File: src/rtl/mem_stage_pkg.sv
// mem_stage_pkg: shared types and constants for the MEM pipeline stage.
// Holds the stage FSM encoding, the default ack timeout and the word-alignment mask.
package mem_stage_pkg;

    typedef enum logic [1:0] {
        IDLE   = 2'd0,
        ACCESS = 2'd1,
        DONE   = 2'd2
    } mem_state_t;

    localparam int         TIMEOUT_DEFAULT = 16;
    localparam logic [1:0] ALIGN_MASK      = 2'b11;

endpackage

File: src/rtl/mem_access_stage_timeout.sv
// mem_timeout_counter: counts ACCESS cycles without ack and flags expiry.
// Ports: CLK, RST (async, active-high), i_clear (entering ACCESS),
//   i_run (in ACCESS), i_ack (mem_ack_i), o_expired (last allowed cycle, no ack).
import mem_stage_pkg::*;

module mem_timeout_counter #(
    parameter int TIMEOUT = TIMEOUT_DEFAULT
) (
    input  logic CLK,
    input  logic RST,
    input  logic i_clear,
    input  logic i_run,
    input  logic i_ack,
    output logic o_expired
);

    localparam int W = (TIMEOUT > 2) ? $clog2(TIMEOUT) : 1;

    logic [W-1:0] r_cnt;

    assign o_expired = i_run & ~i_ack & (r_cnt == W'(TIMEOUT - 1));

    always_ff @(posedge CLK or posedge RST) begin
        if (RST) begin
            r_cnt <= '0;
        end else if (i_clear) begin
            r_cnt <= '0;
        end else if (i_run & ~i_ack & ~o_expired) begin
            r_cnt <= r_cnt + W'(1);
        end
    end

endmodule

File: src/rtl/mem_access_stage.sv
// mem_access_stage: MEM stage turning load/store into a req/ack memory access,
// stalling the pipeline until it completes.
// Ports: CLK, RST (async, active-high); EX/MEM side Valid_i, AluResult_i,
//   WriteData_i, MemWE_i, MemRE_i; MEM/WB side AluResult_o, ReadData_o;
//   pipeline control Stall_o, MisAlign_o; memory side mem_req_o, mem_we_o,
//   mem_addr_o, mem_wdata_o, mem_rdata_i, mem_ack_i.
// Macro MEM_TIMEOUT_EN adds the ack timeout and the sticky TimeoutErr_o port.
import mem_stage_pkg::*;

module mem_access_stage #(
    parameter int N       = 32,
    parameter int TIMEOUT = TIMEOUT_DEFAULT
) (
    input  logic         CLK,
    input  logic         RST,
    input  logic         Valid_i,
    input  logic [N-1:0] AluResult_i,
    input  logic [N-1:0] WriteData_i,
    input  logic         MemWE_i,
    input  logic         MemRE_i,
    output logic [N-1:0] AluResult_o,
    output logic [N-1:0] ReadData_o,
    output logic         Stall_o,
    output logic         MisAlign_o,
    output logic         mem_req_o,
    output logic         mem_we_o,
    output logic [N-1:0] mem_addr_o,
    output logic [N-1:0] mem_wdata_o,
    input  logic [N-1:0] mem_rdata_i,
    input  logic         mem_ack_i
`ifdef MEM_TIMEOUT_EN
    ,
    output logic         TimeoutErr_o
`endif
);

    mem_state_t   r_state;
    mem_state_t   w_next;
    logic         r_we;
    logic [N-1:0] r_addr;
    logic [N-1:0] r_wdata;
    logic [N-1:0] r_rdata;
    logic         w_mem_op;
    logic         w_mis;
    logic         w_access;
    logic         w_start;
    logic         w_in_access;
    logic         w_expired;

    assign w_mem_op    = Valid_i & (MemWE_i | MemRE_i);
    assign w_mis       = w_mem_op & ((AluResult_i[1:0] & ALIGN_MASK) != 2'b00);
    assign w_access    = w_mem_op & ~w_mis;
    assign w_start     = (r_state == IDLE) & w_access;
    assign w_in_access = (r_state == ACCESS);

`ifdef MEM_TIMEOUT_EN
    logic r_terr;

    mem_timeout_counter #(
        .TIMEOUT (TIMEOUT)
    ) u_timeout (
        .CLK       (CLK),
        .RST       (RST),
        .i_clear   (w_start),
        .i_run     (w_in_access),
        .i_ack     (mem_ack_i),
        .o_expired (w_expired)
    );

    always_ff @(posedge CLK or posedge RST) begin
        if (RST) begin
            r_terr <= 1'b0;
        end else if (w_expired) begin
            r_terr <= 1'b1;
        end
    end

    assign TimeoutErr_o = r_terr;
`else
    assign w_expired = 1'b0;
`endif

    always_ff @(posedge CLK or posedge RST) begin
        if (RST) begin
            r_state <= IDLE;
        end else begin
            r_state <= w_next;
        end
    end

    always_comb begin
        w_next = r_state;
        unique case (r_state)
            IDLE: begin
                if (w_access) begin
                    w_next = ACCESS;
                end
            end
            ACCESS: begin
                if (mem_ack_i || w_expired) begin
                    w_next = DONE;
                end
            end
            DONE: begin
                w_next = IDLE;
            end
            default: begin
                w_next = IDLE;
            end
        endcase
    end

    // Request fields are captured once on entry and held until the ack,
    // so EX/MEM input changes during the stall have no effect.
    always_ff @(posedge CLK or posedge RST) begin
        if (RST) begin
            r_addr  <= '0;
            r_wdata <= '0;
            r_we    <= 1'b0;
            r_rdata <= '0;
        end else begin
            if (w_start) begin
                r_addr  <= {AluResult_i[N-1:2], 2'b00};
                r_wdata <= WriteData_i;
                r_we    <= MemWE_i;
            end
            if (w_in_access) begin
                if (mem_ack_i) begin
                    if (!r_we) begin
                        r_rdata <= mem_rdata_i;
                    end
                end else if (w_expired) begin
                    r_rdata <= '0;
                end
            end
        end
    end

    // Stall is gated by RST so the pipeline is released the moment reset hits,
    // even while EX/MEM still presents the abandoned access.
    assign Stall_o     = ~RST & (w_start | w_in_access);
    assign mem_req_o   = w_in_access;
    assign mem_we_o    = r_we;
    assign mem_addr_o  = r_addr;
    assign mem_wdata_o = r_wdata;
    assign ReadData_o  = r_rdata;
    assign AluResult_o = AluResult_i;
    assign MisAlign_o  = w_mis;

endmodule

File: config.mk
export PLATFORM = sky130hd
export DESIGN_NAME = mem_access_stage
export DESIGN_NICKNAME = d
export VERILOG_FILES = /design/src/rtl/mem_stage_pkg.sv /design/src/rtl/mem_access_stage_timeout.sv /design/src/rtl/mem_access_stage.sv
export SDC_FILE = /design/constraint.sdc
export NUM_CORES = 1
export LEC_CHECK = 0
export ABC_AREA = 1
export CORE_MARGIN = 2
export CORE_UTILIZATION = 38
export DETAILED_ROUTE_END_ITERATION = 12
export PLACE_DENSITY = 0.78
export SLEW_MARGIN = 20
export SYNTH_ARGS = -nofsm -noshare
export SYNTH_HDL_FRONTEND = slang
export SYNTH_SLANG_ARGS = --single-unit
File: constraint.sdc
create_clock -name CLK -period 5.09 [get_ports CLK]
set_clock_uncertainty 0.15 [all_clocks]
set_input_delay 1.2725 -clock CLK [delete_from_list [all_inputs] [get_ports CLK]]
set_output_delay 1.2725 -clock CLK [all_outputs]
set_load 0.01 [all_outputs]
After elaboration in Yosys (flattened, before gate mapping)
Index checks and enable logic that the tools add are counted.
{"block": "op_classes", "eq_ne": 3, "n_bitwise": 10, "reduce_logical": 4, "n_mux": 3}
{"op": "1-bit AND", "count": 5}
{"op": "2-bit two-way mux", "count": 2}
{"op": "2-bit inequality test (second input constant)", "count": 2}
{"op": "2-bit case mux with 2 select lines", "count": 1}
{"op": "1-bit NOT", "count": 3}
{"op": "3-bit AND reduction", "count": 1}
{"op": "2-bit by 1-bit == test with 1-bit output (second input constant)", "count": 1}
{"op": "2-bit zero test", "count": 1}
{"op": "1-bit bitwise OR", "count": 2}
{"op": "2-bit AND reduction", "count": 1}
{"op": "2-bit nonzero test", "count": 1}
{"block": "totals", "wordCells": 25, "output_inout_bits": 132, "in_bits": 102, "regBits": 97}

Logic depth before layout (Yosys ltp)
{"block": "depth", "word_depth": 8, "ltp_mapped": 7, "mapped_depth_nobuf": 6}

Worst setup path after synthesis
No wires, ideal clock.
{"block": "synth_path", "kind": "input to output", "start": "input AluResult_i[1]", "end": "output Stall_o", "slack_ns": 1.752, "n_path_buf": 0, "path_stages": 5, "t_required_ns": 3.668, "arrival_ns": 1.915, "path_cell_list": "nor2_2 -> nand2_1 -> nor2_4 -> nor2_1 -> nor2_1"}
{"block": "synth_via", "elab_chain_cells": 7}
{"item": "from (decl)", "line_no": "mem_access_stage.sv:17", "rtl": "input logic [N-1:0] AluResult_i,"}
{"item": "2-bit nonzero test", "line_no": "mem_access_stage.sv:51", "rtl": "assign w_mis = w_mem_op & ((AluResult_i[1:0] & ALIGN_MASK) != 2'b00);"}
{"item": "1-bit AND", "line_no": "mem_access_stage.sv:51"}
{"item": "1-bit NOT", "line_no": "mem_access_stage.sv:52", "rtl": "assign w_access = w_mem_op & ~w_mis;"}
{"item": "1-bit AND", "line_no": "mem_access_stage.sv:52"}
{"item": "1-bit AND", "line_no": "mem_access_stage.sv:53", "rtl": "assign w_start = (r_state == IDLE) & w_access;"}
{"item": "1-bit bitwise OR", "line_no": "mem_access_stage.sv:141", "rtl": "assign Stall_o = ~RST & (w_start | w_in_access);"}
{"item": "1-bit AND", "line_no": "mem_access_stage.sv:141"}
{"item": "to (decl)", "line_no": "mem_access_stage.sv:23", "rtl": "output logic Stall_o,"}
No other way between the ends.

Worst setup path in the final report
{"block": "layout_path", "start": "input MemWE_i", "end": "output Stall_o"}
{"block": "layout_via", "elab_chain_cells": 8}
{"item": "from (decl)", "line_no": "mem_access_stage.sv:19", "rtl": "input logic MemWE_i,"}
{"item": "1-bit bitwise OR (*)", "line_no": "mem_access_stage.sv:50", "rtl": "assign w_mem_op = Valid_i & (MemWE_i | MemRE_i);"}
{"item": "1-bit AND (*)", "line_no": "mem_access_stage.sv:50"}
{"item": "1-bit AND", "line_no": "mem_access_stage.sv:51"}
{"item": "1-bit NOT", "line_no": "mem_access_stage.sv:52"}
{"item": "1-bit AND (*)", "line_no": "mem_access_stage.sv:52"}
{"item": "1-bit AND (*)", "line_no": "mem_access_stage.sv:53"}
{"item": "1-bit bitwise OR (*)", "line_no": "mem_access_stage.sv:141"}
{"item": "1-bit AND (*)", "line_no": "mem_access_stage.sv:141"}
Every way passes the cells marked *; elsewhere a longest branch is shown, timed or not.

==> out/qor.log <==
[grt] via count of the first global-routing pass 3,556
[finish] post-route core utilization 0.616
[clocking] clock slew at reported path FFs 80 ps
[placed_design] setup slack at placement 833 ps
[clocking] clk sinks 97
[power] Power Dens Cells 381 mW/mm2
[worst_setup_path] slowest CP cell clkdlybuf4s50_1
[grt] wire length of the first global-routing pass 17,100 um
[worst_setup_path] Worst Path Buf+Inv 3
[routing] iteration count of the initial detailed-routing pass 4
[worst_setup_path] delay of the slowest cell on the worst path 530 ps
[yosys] Synth Register Bits 97
[floorplan] Core ar. 0.0103 mm2
[finish] proportion of layout cells with a drive suffix above 1 0.0338
[worst_setup_path] largest fanout on the critical path 2
[worst_setup_path] Worst Path Arrival 2840 ps
[grt] Total GRT Usage 0.190
[routing] drt drc 0
[worst_setup_path] category of the critical setup timing path in -> out
[routing] starting DRC count in detailed routing 152
[yosys] average cell area after synthesis 8.82 um2
[finish] finished layout cell area 0.00633 mm2
[yosys] leading cell types by count after synthesis 224 x nand2_1, 97 x dfrtp_1, 40 x buf_4
[finish] area used by sequential logic in the layout 0.00243 mm2
[floorplan] area of the die 0.0114 mm2
[sta] number of failing setup endpoints in the final timing report 0
[routing] remaining antenna violation count after routing 0
[worst_setup_path] endpoint type of the worst setup path output pin
[finish] area taken by multi-input logic gates 0.00110 mm2
[placed_design] cell area reported after detailed placement 0.00617 mm2
[job] max-capacitance violation count 0
[sta] final worst-path cycle share 0.837
[yosys] most instantiated flip-flop cell in the synthesis netlist dfrtp_1
[sta] clock period minus worst slack 4260 ps
[hold_path] min-delay worst type reg -> reg
[sta] TNS Setup 0 ps
[floorplan] die extent in y 107 um
[sta] slew at the pin closest to its max-slew limit 952 ps
[clocking] # H-tree levels 3
[clocking] CTS Buffer Depth 2
[yosys] library cell occupying the most area in the post-synthesis netlist dfrtp_1
[routing] number of vias after detailed routing 3,472
[placed_design] Final GP Congestion 0.805
[finish] synthesis-to-layout area growth 57.7%
[placed_design] port bufs 231
[yosys] distinct cell type count after synthesis 14
[clocking] insertion delay to the later sink of the worst-skew pair 340 ps
[power] static leakage 3.12 nW
[sta] Pins Over Slew Limit 0
[sta] upper clock frequency limit 235 MHz
[clocking] cells resized by post-CTS repair 0
[finish] filler cell count 889
[worst_setup_path] slack of the worst reg-to-reg path 3260 ps
[finish] number of inserted diodes 0
[routing] drt via density 4.42
[sta] tightest slew margin relative to the limit 0.365
[yosys] share of flip-flops with an asynchronous set or reset after synthesis 1.00
[clocking] clock tree from TritonCTS done
[sta] unrepaired setup endpoints after global routing no
[floorplan] Chip Width 107 um
[floorplan] number of standard-cell rows in the floorplan 37
[power] overall power of the completed layout 2.41 mW
[grt] pin count of the biggest net entering global routing 80
[clocking] clock buffer count from CTS 9
[floorplan] initial core utilization 0.390
[worst_setup_path] data required time of the critical path 3670 ps
[sta] Final Hold Viols 0
[worst_setup_path] worst-path cell chain clkdlybuf4s50_1 > inv_1 > nand2_1 > nand2_1 > nor2_4 > nor2_1 > nor2_1 > clkdlybuf4s50_1
[grt] antenna violations before repair 0
[yosys] sequential share of the synthesized area 0.605
[sta] final setup slack of the worst path 832 ps
[grt] total global routing overflow 0
[worst_setup_path] delay-heaviest family, CP buffers and inverters
[yosys] number of synthesis warnings 0
[yosys] ranking of synthesized cells by area dfrtp_1 60%, nand2_1 21%, buf_4 7.5%
[routing] routed wire length 10,600 um
[clocking] number of setup buffers added after CTS 0
[yosys] number of instances in the synthesized netlist 455
[yosys] number of enable flip-flop cells after synthesis 0
[status] result of the run finished clean
[placed_design] placed wire-length estimate after detailed placement 7860 um
[clocking] cts-stage hold buffer count 0
[yosys] post-synthesis instance area 0.00401 mm2
[clocking] root cell of the clock tree clkbuf_8
[finish] Net count, final 751
[yosys] most repeated cell in the gate-level netlist after synthesis nand2_1
[yosys] Yosys top cell area share 0.605
[floorplan] I/O pin count 234
[routing] average wire length per cell after detail routing 13.5 um
[worst_setup_path] startpoint type of the worst setup path input pin
[power] worst-case vdd ir drop 190 uV
## through the flow
stage	std cells	hold WS, ps
floorplan	456	359
global placement	774	304
detailed placement	774	307
CTS	786	327
global route	786	341
finish	786	324
## final cells by class
type,instances,area share
tap,136,0.0269
clock inverter,1,0.000791
timing repair buffer,234,0.369
multi-input combinational,269,0.173
clock buffer,11,0.0239
sequential,97,0.383
inverter,38,0.0229
## flip-flops by register name, summed over array words and instances (netlist names)
register	count
mem_addr_o	30
ReadData_o	32
mem_wdata_o	32
mem_we_o	1
r_state	2
## routing by layer
layer	GRT usage	vias up	wire length, um
li1	-	1704	-
met1	0.215	1606	4170
met2	0.340	141	5460
met3	0.0468	21	771
met4	0.0779	0	235
met5	0	-	0
## worst paths after layout
check / from / to / cells past startpoint
min in group asynchronous: RST / mem_wdata_o[5] / 2
min: mem_addr_o[26] / mem_addr_o[26] / 2
min reg2reg: mem_addr_o[26] / mem_addr_o[26] / 2
max in group asynchronous: RST / ReadData_o[2] / 3
max: MemWE_i / Stall_o / 8
max reg2reg: r_state[1] / mem_we_o / 6
## worst min-delay path: cells and delay by family (launching register included)
family / cells / cell delay (ps)
flip-flops: 1 / 350
AND/OR/NAND/NOR: 2 / 100
## cell families (layout without fill, tap and decap cells)
kind of cell | after synthesis | count (layout) | synth area share
buffers and inverters | 90 | 284 | 0.123
and+or+nand+nor | 234 | 234 | 0.230
other | 1 | 2 | 0.000935
AOI/OAI and AO/OA | 33 | 33 | 0.0412
DFF | 97 | 97 | 0.605
## report_power, final
part | leakage (nW) | internal, mW | switching [mW]
sequential | 1.22 | 0.978 | 0.113
combinational | 1.81 | 0.521 | 0.370
clock | 0.0830 | 0.193 | 0.237
## cell usage in the layout, fill, tap and decap left out
cell type / instances
buf_4: 3
clkbuf_8: 11
clkdlybuf4s50_1: 231
clkinv_2: 1
conb_1: 2
dfrtp_1: 97
inv_1: 37
inv_4: 1
nand2_1: 224
nand3b_4: 1
nand4_2: 1
nor2_1: 4
nor2_2: 2
nor2_4: 2
o21ai_0: 31
o21ai_1: 2
(Power assumes the default switching activity.)
